`src/rtl/aes_cipher_collector.sv`:
```
// Receive-side collector for the AES-GCM result stream: rebuilds packet framing from the bypass length field and buffers words in a show-ahead FIFO.
// Optional statistics outputs (o_pkt_count, o_drop_count) are built when AES_COLLECTOR_STATS_EN is defined.
module aes_cipher_collector #(
  parameter int DEPTH          = 8,
  parameter int BYTES_PER_WORD = 52
) (
  input  logic           clk,
  input  logic           reset,
  input  logic           i_cp_ready,
  input  logic [0:127]   i_cipher_text,
  input  logic [288:0]   i_bypass_text,
  output logic           o_valid,
  input  logic           i_ready,
  output logic [416:0]   o_data,
  output logic           o_first,
  output logic           o_last,
  output logic           o_overflow,
`ifdef AES_COLLECTOR_STATS_EN
  output logic [31:0]    o_pkt_count,
  output logic [15:0]    o_drop_count,
`endif
  output logic           o_dbg_state
);

  // Handshake: i_cp_ready is a push strobe with no backpressure; a word leaves
  // the FIFO on every cycle where o_valid && i_ready, and i_ready is ignored
  // while o_valid is low.

  localparam int          PW  = $clog2(DEPTH);
  localparam logic [15:0] BPW = BYTES_PER_WORD[15:0];

  typedef enum logic {ST_IDLE = 1'b0, ST_BODY = 1'b1} state_t;

  state_t        state_q, state_d;
  logic [15:0]   rem_q, rem_d;
  logic [15:0]   len;
  logic          word_first, word_last;

  logic [418:0]  mem_q [DEPTH];
  logic [PW-1:0] rd_ptr_q, wr_ptr_q;
  logic [PW:0]   count_q, count_d;
  logic          ovf_q;
  logic          full, empty, pop, accept, drop;
  logic [418:0]  head;

  assign len = i_bypass_text[48:33];

  // Framing FSM: state register
  always_ff @(posedge clk) begin
    if (reset) begin
      state_q <= ST_IDLE;
      rem_q   <= '0;
    end else begin
      state_q <= state_d;
      rem_q   <= rem_d;
    end
  end

  // Framing FSM: next state; the FSM advances on every strobe, dropped or not
  always_comb begin
    state_d = state_q;
    rem_d   = rem_q;
    if (i_cp_ready) begin
      case (state_q)
        ST_IDLE: begin
          if (len <= BPW) begin
            rem_d = len;
          end else begin
            rem_d   = len - BPW;
            state_d = ST_BODY;
          end
        end
        ST_BODY: begin
          if (rem_q <= BPW) begin
            state_d = ST_IDLE;
          end else begin
            rem_d = rem_q - BPW;
          end
        end
        default: state_d = ST_IDLE;
      endcase
    end
  end

  // Framing FSM: per-word flags
  always_comb begin
    word_first = 1'b0;
    word_last  = 1'b0;
    case (state_q)
      ST_IDLE: begin
        word_first = 1'b1;
        word_last  = (len <= BPW);
      end
      ST_BODY: word_last = (rem_q <= BPW);
      default: ;
    endcase
  end

  assign o_dbg_state = state_q;

  assign full   = (count_q == DEPTH[PW:0]);
  assign empty  = (count_q == '0);
  assign pop    = !empty && i_ready;
  assign accept = i_cp_ready && (!full || pop);
  assign drop   = i_cp_ready && full && !pop;
  assign count_d = count_q + {{PW{1'b0}}, accept} - {{PW{1'b0}}, pop};

  always_ff @(posedge clk) begin
    if (reset) begin
      rd_ptr_q <= '0;
      wr_ptr_q <= '0;
      count_q  <= '0;
      ovf_q    <= 1'b0;
    end else begin
      count_q <= count_d;
      if (accept) wr_ptr_q <= wr_ptr_q + 1'b1;
      if (pop)    rd_ptr_q <= rd_ptr_q + 1'b1;
      if (drop)   ovf_q    <= 1'b1;
    end
  end

  // Storage is not reset; outputs are gated by occupancy instead.
  always_ff @(posedge clk) begin
    if (!reset && accept) begin
      mem_q[wr_ptr_q] <= {word_first, word_last, i_cipher_text, i_bypass_text};
    end
  end

  assign head       = mem_q[rd_ptr_q];
  assign o_valid    = !empty;
  assign o_data     = empty ? '0 : head[416:0];
  assign o_first    = !empty && head[418];
  assign o_last     = !empty && head[417];
  assign o_overflow = ovf_q;

`ifdef AES_COLLECTOR_STATS_EN
  logic [31:0] pkt_count_q;
  logic [15:0] drop_count_q;

  always_ff @(posedge clk) begin
    if (reset) begin
      pkt_count_q  <= '0;
      drop_count_q <= '0;
    end else begin
      if (pop && head[417]) pkt_count_q <= pkt_count_q + 32'd1;
      if (drop && drop_count_q != 16'hFFFF) drop_count_q <= drop_count_q + 16'd1;
    end
  end

  assign o_pkt_count  = pkt_count_q;
  assign o_drop_count = drop_count_q;
`endif

endmodule

```
`config.mk`:
```
export PLATFORM = sky130hd
export DESIGN_NAME = aes_cipher_collector
export DESIGN_NICKNAME = d
export VERILOG_FILES = /design/src/rtl/aes_cipher_collector.sv
export SDC_FILE = /design/constraint.sdc
export NUM_CORES = 2
export LEC_CHECK = 0
export CELL_PAD_IN_SITES_DETAIL_PLACEMENT = 0
export CELL_PAD_IN_SITES_GLOBAL_PLACEMENT = 1
export CORE_MARGIN = 3
export CORE_UTILIZATION = 40
export DETAILED_ROUTE_END_ITERATION = 10
export PLACE_DENSITY = 0.67
export SYNTH_ARGS = -nofsm -noshare
export SYNTH_HDL_FRONTEND = slang
export SYNTH_SLANG_ARGS = --single-unit
```
`constraint.sdc`:
```
create_clock -name clk -period 61.3 [get_ports clk]
set_input_delay 9.195 -clock clk [delete_from_list [all_inputs] [get_ports clk]]
set_output_delay 9.195 -clock clk [all_outputs]
set_load 0.1 [all_outputs]
```
Word-level counts from Yosys, hierarchy flattened --
Memory sizes are Yosys's and may differ from the RTL's. A register that Yosys moved wholly into a read port is not among the register bits. Index checks and enable logic that the tools add are counted.
Cells by class: div/mod/pow operators 0, $mul 0, order comparisons 2, equality and inequality tests 2, reduce and logical (&&, ||, !) cells 14, bitwise logic cells 1, add/sub/neg operators 6, shift operators 0, mux-type cells 13
Operators by type and width (count):
- $mux W417 | 1
- $le A16 B6 Y1 const B | 2
- $mux W16 | 2
- $pmux W16 S2 | 1
- $sub A16 B6 Y16 const B | 2
- $logic_and A1 B1 Y1 | 7
- $add A3 B1 Y3 const B | 2
- $mux W3 | 2
- $mux W1 | 5
- $add A4 B1 Y4 | 1
- $eq A4 B4 Y1 const B | 1
- $logic_not A1 Y1 | 4
- $logic_not A4 Y1 | 1
- $pmux W1 S2 | 2
- $sub A4 B1 Y4 | 1
- $ne A2 B2 Y1 const B | 1
- $reduce_and A2 Y1 | 1
- $logic_or A1 B1 Y1 | 1
- $not A1 Y1 | 1
Word-level totals: output and inout bits 422, memories kept 1, bits in writable memories 3352, logic and storage cells 45, bits in registers 28, memory bits (read-only) 0, bits in latches 0
Memories:
- mem_q | depth 8, width 419, read ports 1, clocked after memory_dff 1, wr ports 1, line 39 | logic [418:0] mem_q [DEPTH];

Longest topological paths before layout --
word-level depth 8, mapped depth 12

Worst setup path before layout --
No wires, ideal clock.
path kind input -> register, start point in reset, end point mem mem_q[0][0] (enable), arrival 38.296 ns, setup slack 21.289 ns, buffers on the path 1, stages 3, required time 59.585 ns, setup time 1.715 ns, cell sequence clkdlybuf4s50_2 -> or3_1 -> nor3_1
Between the ends: longest elaborated chain between the ends 4
RTL lines:
- from (decl) | line 8 | input logic reset,
- $logic_not A1 Y1 | line 124 | if (!reset && accept) begin
- $logic_and A1 B1 Y1 | line 124
- $mux W1 | line 124
- $mux W1 (implied by the code) | line 125 | mem_q[wr_ptr_q] <= {word_first, word_last, i_cipher_text, i_bypass_text};
- to (decl) | line 39
No other way between the ends.

==> reports/metrics.yaml <==
powerDensity_nw_per_um2: 50.3
fmax_ghz: 0.0571
drv_cap: 0
synth_top_area_cell: "edfxtp_1"
wire_per_inst_um: 26.9
drc: 0
critPathSlowestCell: "clkdlybuf4s50_1"
antenna_left: 0
slew_headroom: 0.153
cts_resized: 0
die_h_um: 573
grt_max_degree: 164
worstPathRequired_ns: 52.11
whs_ns: 0.475
globalRouteTotalUtil: 0.181
crit_family: "buffers and inverters"
hpwl_um: 167000
clk_pin_slew_worst_paths_ns: 0.06
setup-tns-final_ns: 0
hold_violations: 0
status: "finished, final reports clean"
syn_area_per_cell_um2: 23.1
tightest_slew_ns: 1.27
yosys_most_used_dff: "edfxtp_1"
cts_max_path_buffers: 4
finClkSkew_ns: 0.0615
min_path_type: "flop to flop"
overflow: 0
cts_sinks: 3383
grt_pass1_vias: 63100
synth_edf_count: 3352
rsz0062_at_grt: "no"
setup.worst_path.start_class: "flop"
power_leakage_nw: 46.6
yosysTopAreaCellShare: 0.783
htreeDepth: 5
io_pins: 843
setup_violations: 0
place_congestion: 0.749
antenna_found_initial: 100
synth_area_leaders: "edfxtp_1 (78%), mux4_2 (15%), mux2i_1 (3.3%)"
ys_ff_latch: 3383
nets: 7018
syn-cell-area_um2: 129000
drtPass1Iterations: 5
fin_crit_ns: 17.50
cp-end-kind: "output port"
period_share: 0.286
crit_top_cell: "buf_4"
yosysWarnings: 0
ys_types: 65
arrival_ns: 8.31
insertion_delay_ns: 0.92
ys_seq_area_frac: 0.788
synthCells: 5573
criticalPathCategory: "flop to output port"
drt-initial-drc-count: 5027
crit_fanout: 109
wirelength_um: 302000
grt_pass1_wl_um: 444000
cts_setup_buffers: 0
async_flop_share: 0
critPathBufInv: 6
post-place-ws_ns: 44.46
peakVddDrop_uv: 63.3
port_buffers: 842
worstPathCellList: "buf_4 -> buf_4 -> buf_12 -> buf_4 -> buf_12 -> mux4_2 -> mux2i_1 -> nor2_1 -> clkdlybuf4s50_1"
dieArea_um2: 328000
hold_buffers: 0
vias: 60100
die_w_um: 573
syn_nets: 6006
slowest_delay_ns: 1.11
core_um2: 319000
cts-buffers-inserted: 357
viasPerCell: 5.36
cts_tree: "built"
finalWorstSetupSlack_ns: 43.80
syn2layout_area_growth_pct: 19.8
initial_core_util: 0.403
root_buffer: "clkbuf_16"
rows: 207
drive_gt1_frac: 0.214
slew_violations: 0
[worst min-delay path: stages, from the launching register on]
cell and delay [ns]:
dfxtp_1 0.31, nand2_1 0.05, a21oi_1 0.06
[through the flow]
step / instance area (um2) / cells / power, mW / utilization
global route: 154000 / 11200 / 8.03 / 0.483
finish: 154000 / 11200 / 7.76 / 0.483
CTS: 154000 / 11200 / 7.85 / 0.483
detailed placement: 142000 / 10500 / 5.68 / 0.446
floorplan: 129000 / 5573 / 4.97 / -
global placement: 142000 / 10500 / 5.68 / 0.446
[layer usage]
layer | up-vias | wire length [um] | track usage
met5 | - | 569 | 0
met4 | 88 | 7140 | 0.0453
met3 | 525 | 23400 | 0.0523
met2 | 1736 | 144000 | 0.288
met1 | 32200 | 127000 | 0.245
li1 | 25500 | - | -
[synthesized netlist by cell type (all sizes together), types with 11 or more instances]
cell,n
clkbuf,142
buf,148
dfxtp,31
a21oi,18
o21ai,12
nand2,17
ha,11
edfxtp,3352
nor3,13
nor2,452
inv,11
mux4,838
mux2i,422
[placed cells by master (no fill, tap or decap), types with 7 or more instances in the layout]
cell type	instances
clkbuf_1	68
inv_16	8
mux2i_1	422
diode_2	40
clkbuf_16	360
dfxtp_1	28
buf_12	21
clkdlybuf4s50_1	837
buf_4	86
inv_1	10
a21oi_1	17
o21ai_0	10
clkinv_1	86
nor2_1	446
edfxtp_1	3352
a31oi_1	7
nor3_1	9
clkinvlp_4	12
bufinv_16	42
nand2_1	17
ha_1	11
clkinv_2	64
mux4_2	838
nand3_1	9
[sequential cells by signal (all words and copies together) (netlist names), named ones only]
register / cells
rem_q: 16
rd_ptr_q: 3
count_q: 4
wr_ptr_q: 3
o_overflow: 1
o_dbg_state: 1
mem_q: 3352
[worst paths after layout]
kind               from             to  cells after the start  slack [ns]
min            rem_q[0]       rem_q[0]                      2        0.48
max                flop    o_data[100]                      9       43.80
max reg2reg  count_q[2]  mem_q[7][235]                     12       55.56
min reg2reg    rem_q[0]       rem_q[0]                      2        0.48
[power breakdown]
group | leakage (nW) | switching (mW) | internal (mW) | total [mW]
combinational | 10.4 | 2.16 | 0.794 | 2.95
clock | 5.71 | 0.890 | 1.26 | 2.15
sequential | 30.5 | 0.0277 | 2.62 | 2.65
[final cells by class]
cell class / count / area [um2]
fillers: 25800 / 165000
flip-flops and latches: 3383 / 101000
multi-input cells: 1887 / 26100
repair buffers: 944 / 9440
clock buffers: 428 / 9260
well taps: 4284 / 5360
clock inverters: 230 / 2490
diodes: 40 / 100
inverters: 12 / 45.0
[cell families (layout without fill, tap and decap cells)]
group,after synthesis,in the layout,share of synthesized area
AOI/OAI and AO/OA,74,74,0.00402
xor gates and xnor gates,7,7,0.000477
adders and majority gates,12,12,0.00123
buffers and inverters,303,1614,0.00992
DFF,3383,3383,0.788
muxes,1261,1261,0.180
other,0,40,0
and+or+nand+nor,533,533,0.0170
No activity file was read; power rests on OpenSTA's default activity.
